**config.mk**
```make
export PLATFORM = sky130hd
export DESIGN_NAME = uart_rx_monitor_flat
export DESIGN_NICKNAME = d
export VERILOG_FILES = /design/src/rtl/uart_rx_monitor_if.sv /design/src/rtl/uart_rx_monitor.sv /design/src/flat_wrapper.sv
export SDC_FILE = /design/constraint.sdc
export NUM_CORES = 1
export LEC_CHECK = 0
export BUFFER_PORTS_ARGS = -buffer_cell sky130_fd_sc_hd__buf_2
export CORE_MARGIN = 2
export CORE_UTILIZATION = 46
export DETAILED_ROUTE_END_ITERATION = 7
export HOLD_SLACK_MARGIN = 0.03
export PLACE_DENSITY_LB_ADDON = 0.15
export SYNTH_ARGS = -nofsm -noshare
export SYNTH_HDL_FRONTEND = slang
export SYNTH_SLANG_ARGS = --single-unit
```
**constraint.sdc**
```tcl
create_clock -name io_mainClk -period 5.09 [get_ports io_mainClk]
set_input_delay 0.2545 -clock io_mainClk [delete_from_list [all_inputs] [get_ports io_mainClk]]
set_output_delay 0.2545 -clock io_mainClk [all_outputs]
set_load 0.1 [all_outputs]
```
**src/rtl/uart_rx_monitor_if.sv**
```systemverilog
// Serial line and received-byte handshake bundle for uart_rx_monitor.
// master = receiver side, slave = line driver / byte consumer side.
interface uart_rx_monitor_if;
  logic       io_rxd;
  logic [7:0] io_data;
  logic       io_valid;
  logic       io_ready;
  logic       io_frameErr;
  logic       io_overrun;
  logic       io_parityErr;

  modport master (
    input  io_rxd,
    input  io_ready,
    output io_data,
    output io_valid,
    output io_frameErr,
    output io_overrun,
    output io_parityErr
  );

  modport slave (
    output io_rxd,
    output io_ready,
    input  io_data,
    input  io_valid,
    input  io_frameErr,
    input  io_overrun,
    input  io_parityErr
  );
endinterface

```
**src/rtl/uart_rx_monitor.sv**
```systemverilog
// 8N1 UART receiver with valid/ready byte output and frame/overrun error strobes.
// Define UART_RX_PARITY_EN for 8E1 framing with a parity-error strobe.
module uart_rx_monitor #(
  parameter int CLK_FREQ_HZ = 100_000_000,
  parameter int BAUD_RATE   = 115_200
) (
  input  logic              io_mainClk,
  input  logic              io_reset,
  uart_rx_monitor_if.master bus
);

  localparam int CPB  = CLK_FREQ_HZ / BAUD_RATE;
  localparam int HALF = CPB / 2;
  localparam int CW   = $clog2(CPB);

  localparam logic [CW-1:0] CNT_BIT_END  = CW'(CPB - 1);
  localparam logic [CW-1:0] CNT_HALF_END = CW'(HALF - 1);

  localparam logic [2:0] S_IDLE   = 3'd0;
  localparam logic [2:0] S_START  = 3'd1;
  localparam logic [2:0] S_DATA   = 3'd2;
  localparam logic [2:0] S_PARITY = 3'd3;
  localparam logic [2:0] S_STOP   = 3'd4;
  localparam logic [2:0] S_BREAK  = 3'd5;

  if (CPB < 4) begin : g_cpb_check
    $error("uart_rx_monitor: CLK_FREQ_HZ/BAUD_RATE must be at least 4");
  end

  logic          rx_meta;
  logic          rxs;
  logic [2:0]    state;
  logic [CW-1:0] cnt;
  logic [2:0]    bit_idx;
  logic [7:0]    shift;
  logic          pend;
  logic [7:0]    data_q;
  logic          valid_q;
  logic          frame_q;
  logic          overrun_q;
  logic          parity_q;
`ifdef UART_RX_PARITY_EN
  logic          par_bad;
`endif

  always_ff @(posedge io_mainClk) begin
    if (io_reset) begin
      rx_meta   <= 1'b1;
      rxs       <= 1'b1;
      state     <= S_IDLE;
      cnt       <= '0;
      bit_idx   <= '0;
      shift     <= '0;
      pend      <= 1'b0;
      data_q    <= '0;
      valid_q   <= 1'b0;
      frame_q   <= 1'b0;
      overrun_q <= 1'b0;
      parity_q  <= 1'b0;
`ifdef UART_RX_PARITY_EN
      par_bad   <= 1'b0;
`endif
    end else begin
      rx_meta   <= bus.io_rxd;
      rxs       <= rx_meta;
      frame_q   <= 1'b0;
      overrun_q <= 1'b0;
      parity_q  <= 1'b0;
      pend      <= 1'b0;

      case (state)
        S_IDLE: begin
          cnt <= '0;
          if (!rxs) state <= S_START;
        end
        S_START: begin
          if (cnt == CNT_HALF_END) begin
            cnt     <= '0;
            bit_idx <= '0;
            state   <= rxs ? S_IDLE : S_DATA;
          end else begin
            cnt <= cnt + CW'(1);
          end
        end
        S_DATA: begin
          if (cnt == CNT_BIT_END) begin
            cnt            <= '0;
            shift[bit_idx] <= rxs;
            bit_idx        <= bit_idx + 3'd1;
            if (bit_idx == 3'd7) begin
`ifdef UART_RX_PARITY_EN
              state <= S_PARITY;
`else
              state <= S_STOP;
`endif
            end
          end else begin
            cnt <= cnt + CW'(1);
          end
        end
`ifdef UART_RX_PARITY_EN
        S_PARITY: begin
          if (cnt == CNT_BIT_END) begin
            cnt     <= '0;
            par_bad <= (rxs != ^shift);
            state   <= S_STOP;
          end else begin
            cnt <= cnt + CW'(1);
          end
        end
`endif
        S_STOP: begin
          if (cnt == CNT_BIT_END) begin
            cnt <= '0;
            if (rxs) begin
              pend  <= 1'b1;
              state <= S_IDLE;
            end else begin
              frame_q <= 1'b1;
              state   <= S_BREAK;
            end
          end else begin
            cnt <= cnt + CW'(1);
          end
        end
        S_BREAK: begin
          cnt <= '0;
          if (rxs) state <= S_IDLE;
        end
        default: begin
          cnt   <= '0;
          state <= S_IDLE;
        end
      endcase

      // Handshake clears first; a byte completing in the same cycle reloads.
      // shift is stable while pend is set because the FSM cannot reach DATA yet.
      if (valid_q && bus.io_ready) valid_q <= 1'b0;
      if (pend) begin
        if (!valid_q || bus.io_ready) begin
          data_q  <= shift;
          valid_q <= 1'b1;
        end else begin
          overrun_q <= 1'b1;
        end
`ifdef UART_RX_PARITY_EN
        parity_q <= par_bad;
`endif
      end
    end
  end

  assign bus.io_data      = data_q;
  assign bus.io_valid     = valid_q;
  assign bus.io_frameErr  = frame_q;
  assign bus.io_overrun   = overrun_q;
  assign bus.io_parityErr = parity_q;

endmodule
```
**src/flat_wrapper.sv**
```systemverilog
// flat-port wrapper written by rule: the top's interface ports become plain ports
module uart_rx_monitor_flat 
#(
  parameter int CLK_FREQ_HZ = 100_000_000,
  parameter int BAUD_RATE   = 115_200
)
  (io_mainClk, io_reset, bus_io_rxd, bus_io_ready, bus_io_data, bus_io_valid, bus_io_frameErr, bus_io_overrun, bus_io_parityErr);
  uart_rx_monitor_if bus_i ();
  input  logic io_mainClk;
  input  logic io_reset;
  input wire logic [$bits(bus_i.io_rxd)-1:0] bus_io_rxd;
  input wire logic [$bits(bus_i.io_ready)-1:0] bus_io_ready;
  output wire logic [$bits(bus_i.io_data)-1:0] bus_io_data;
  output wire logic [$bits(bus_i.io_valid)-1:0] bus_io_valid;
  output wire logic [$bits(bus_i.io_frameErr)-1:0] bus_io_frameErr;
  output wire logic [$bits(bus_i.io_overrun)-1:0] bus_io_overrun;
  output wire logic [$bits(bus_i.io_parityErr)-1:0] bus_io_parityErr;
  assign bus_i.io_rxd = bus_io_rxd;
  assign bus_i.io_ready = bus_io_ready;
  assign bus_io_data = bus_i.io_data;
  assign bus_io_valid = bus_i.io_valid;
  assign bus_io_frameErr = bus_i.io_frameErr;
  assign bus_io_overrun = bus_i.io_overrun;
  assign bus_io_parityErr = bus_i.io_parityErr;
  uart_rx_monitor #(.CLK_FREQ_HZ(CLK_FREQ_HZ), .BAUD_RATE(BAUD_RATE)) u_core (.io_mainClk(io_mainClk), .io_reset(io_reset), .bus(bus_i));
endmodule
```
==> flow_summary.ini <==
[run_status]
outcome = complete, no violations

[floorplan]
core-area_mm2 = 0.003606
num_rows = 22
fp.dieH_um = 64.80
io-pin-count = 16
initial_core_util_pct = 47.15
dieArea_mm2 = 0.004199
die-width_um = 64.80

[synth]
syn-cell-area_mm2 = 0.001700
avgSynthCellArea_um2 = 9.499
syn_inst = 179
yosysTopAreaCellShare_pct = 44.74
ys_ff_latch = 38
synth_seq_area_share_pct = 44.74
yosys.area.top_type = dfxtp_1
yosys_most_used_dff = dfxtp_1
synthTopCellsByArea = dfxtp_1, mux2i_1, nor2_1
synthTopCellsByCount = dfxtp_1, nor2_1, mux2i_1
async_flop_share_pct = 0
yosysMostFrequentCell = dfxtp_1
synth.net_count = 187
synth-edff-count = 0
synth_cell_types = 48
yosysWarnings = 0

[setup_path]
r2r_slack_ns = 3.02
path_class = flip-flop to flip-flop
worstPathMaxFanout = 5
arrival_ns = 2.23
worstPathRequired_ns = 5.25
r2r_cells = 6
worstSetupStartpoint = u_core.cnt[0]
endpoint_kind = flip-flop
critPathLaunchType = flip-flop
r2r-start = u_core.cnt[0]
r2r_end = u_core.shift[3]

[clock_tree]
clkSlewWorstSetupHoldPaths_ns = 0.07
cts_hold_buf = 0
post_cts_buffers = 0
cts_buffers = 5
cts.htree.levels = 2
cts-root-buf = clkbuf_8
clock_sinks = 38
cts_buffer_depth = 2
clkLatencyLatePin_ns = 0.29
cts_tree = built
postCtsResizedCells = 0

[layout]
nets = 199
drive_above_1_share_pct = 17.71
stdcell_count = 240
syn2layout_area_growth_pct = 13.17
n_antenna_cell = 0
final_cell_area_mm2 = 0.001924

[routing]
drt_pass1_iterations = 4
drt_iter0_drc = 64
antenna_left = 0
viasPerCell = 5.171
drc = 0
route.vias.total = 1241
drt_wl_total_mm = 2.962
wl_per_cell_um = 12.34

[sta]
slew_headroom_pct = 39.43
hold_violations = 0
finalCritPeriodShare_pct = 40.60
slew_viol_final = 0
period_minus_slack_ns = 2.067
finalSetupTns_ns = 0
timing.final.setup_violations = 0
fmax_mhz = 483.9
finClkSkew_ns = 0.007012
rsz0062_at_grt = no
worst_pin_slew_ns = 0.9025

[placed_design]
dpl.hpwl_mm = 2.111
dp.cells = 232
portBuffers = 14
routabilityCongestion = 0.8126
placed_cell_area_mm2 = 0.001782

[flow_run]
maxCapViolations = 0

[global_routing]
grt.overflow.total = 0
grt.total_usage_pct = 16.63
grt_max_degree = 31
antenna_found_initial = 0
grt_pass1_wl_mm = 5.347
grt_pass1_vias = 1205

[power_and_ir_drop]
peakVddDrop_v = 0.0001658
p_leak_nw = 0.8439
powerDensity_mw_per_mm2 = 330.8
power.total_uw = 636.6

[min_path]
min_path_type = input port to flip-flop
holdPathStages = 2
hp-start = bus_io_rxd
min_to = u_core.rx_meta
[layer usage]
| layer | up-vias | part of all wire [%] | wire length (um) | track usage, % |
|---|---|---|---|---|
| met1 | 578 | 46 | 1351 | 19.72 |
| met4 | 0 | 1.5 | 44 | 6.383 |
| met5 | - | 0 | 0 | 0 |
| met3 | 6 | 3.4 | 100 | 5.208 |
| li1 | 639 | - | - | - |
| met2 | 18 | 49 | 1465 | 27.96 |
[logic make-up (layout without fill, tap and decap cells)]
| logic type | after synthesis | count (layout) | share of synthesized area (%) |
|---|---|---|---|
| AOI/OAI and AO/OA | 22 | 22 | 8.904 |
| xor gates and xnor gates | 10 | 10 | 5.151 |
| adders and majority gates | 4 | 4 | 2.943 |
| buffers and inverters | 15 | 28 | 4.194 |
| DFF | 38 | 38 | 44.74 |
| muxes | 14 | 14 | 8.241 |
| other | 1 | 1 | 0.2205 |
| and+or+nand+nor | 75 | 75 | 25.61 |
[worst max-delay path, cell delays in order (launching register included)]
cell and delay (ns):
dfxtp_1 0.39, ha_1 0.32, nand4bb_4 0.17, or3_4 0.42, nor4_1 0.37, mux2i_1 0.23
nor2_1 0.05
[area by class of cell]
class | count | area [um2]
fill | 350 | 1682
multi-input combinational | 126 | 868.3
sequential | 38 | 760.7
clock buffer | 6 | 82.58
timing repair buffer | 14 | 70.07
clock inverter | 2 | 60.06
tap | 48 | 60.06
inverter | 6 | 22.52
[power by group]
part | total (mW) | internal [mW] | leakage, nW | switching, mW
logic | 0.0230 | 0.00731 | 0.466 | 0.0156
clock network | 0.310 | 0.209 | 0.0714 | 0.101
registers | 0.304 | 0.300 | 0.307 | 0.00407
total | 0.637 | 0.516 | 0.844 | 0.121
[layout by cell type (no fill, tap or decap), drive strengths merged, types with 2 or more instances in the layout]
master	count
dfxtp	38
nor2	32
mux2i	14
buf	14
xor2	8
inv	6
a21oi	6
clkbuf	6
nand2	6
nand3	5
ha	4
o21ai	4
or3	4
or2	3
nand4	3
or3b	3
nor4	3
o211a	2
nor2b	2
nor3	2
xnor2	2
o41ai	2
or4	2
nand3b	2
a22oi	2
bufinv	2
and3	2
a211o	2
[stage by stage]
step                      hold WS [ns]  setup WS (ns)  utilization (%)
after floorplan                 0.3318          2.977                -
after global placement          0.3961          3.030            49.41
after detailed placement        0.4012          3.003            49.41
after CTS                       0.1465          2.991            53.37
after global routing            0.1592          2.816            53.37
final                           0.1535          3.023            53.37
[worst max-delay path by stage]
| stage | end | cells past startpoint |
|---|---|---|
| floorplan | u_core.bus.io_data[0] | 4 |
| global placement | u_core.shift[3] | 6 |
| detailed placement | u_core.shift[3] | 6 |
| CTS | u_core.shift[3] | 6 |
| global route | u_core.state[0] | 6 |
| finish | u_core.shift[3] | 6 |
[registers in the layout, summed over array words and instances, names as in the netlist]
name	flops
u_core.rx_meta	1
u_core.bus.io_overrun	1
u_core.cnt	10
u_core.shift	8
u_core.pend	1
u_core.state	3
u_core.bit_idx	3
u_core.bus.io_valid	1
u_core.bus.io_data	8
u_core.rxs	1
u_core.bus.io_frameErr	1
Power figures use the tool's default switching activity.
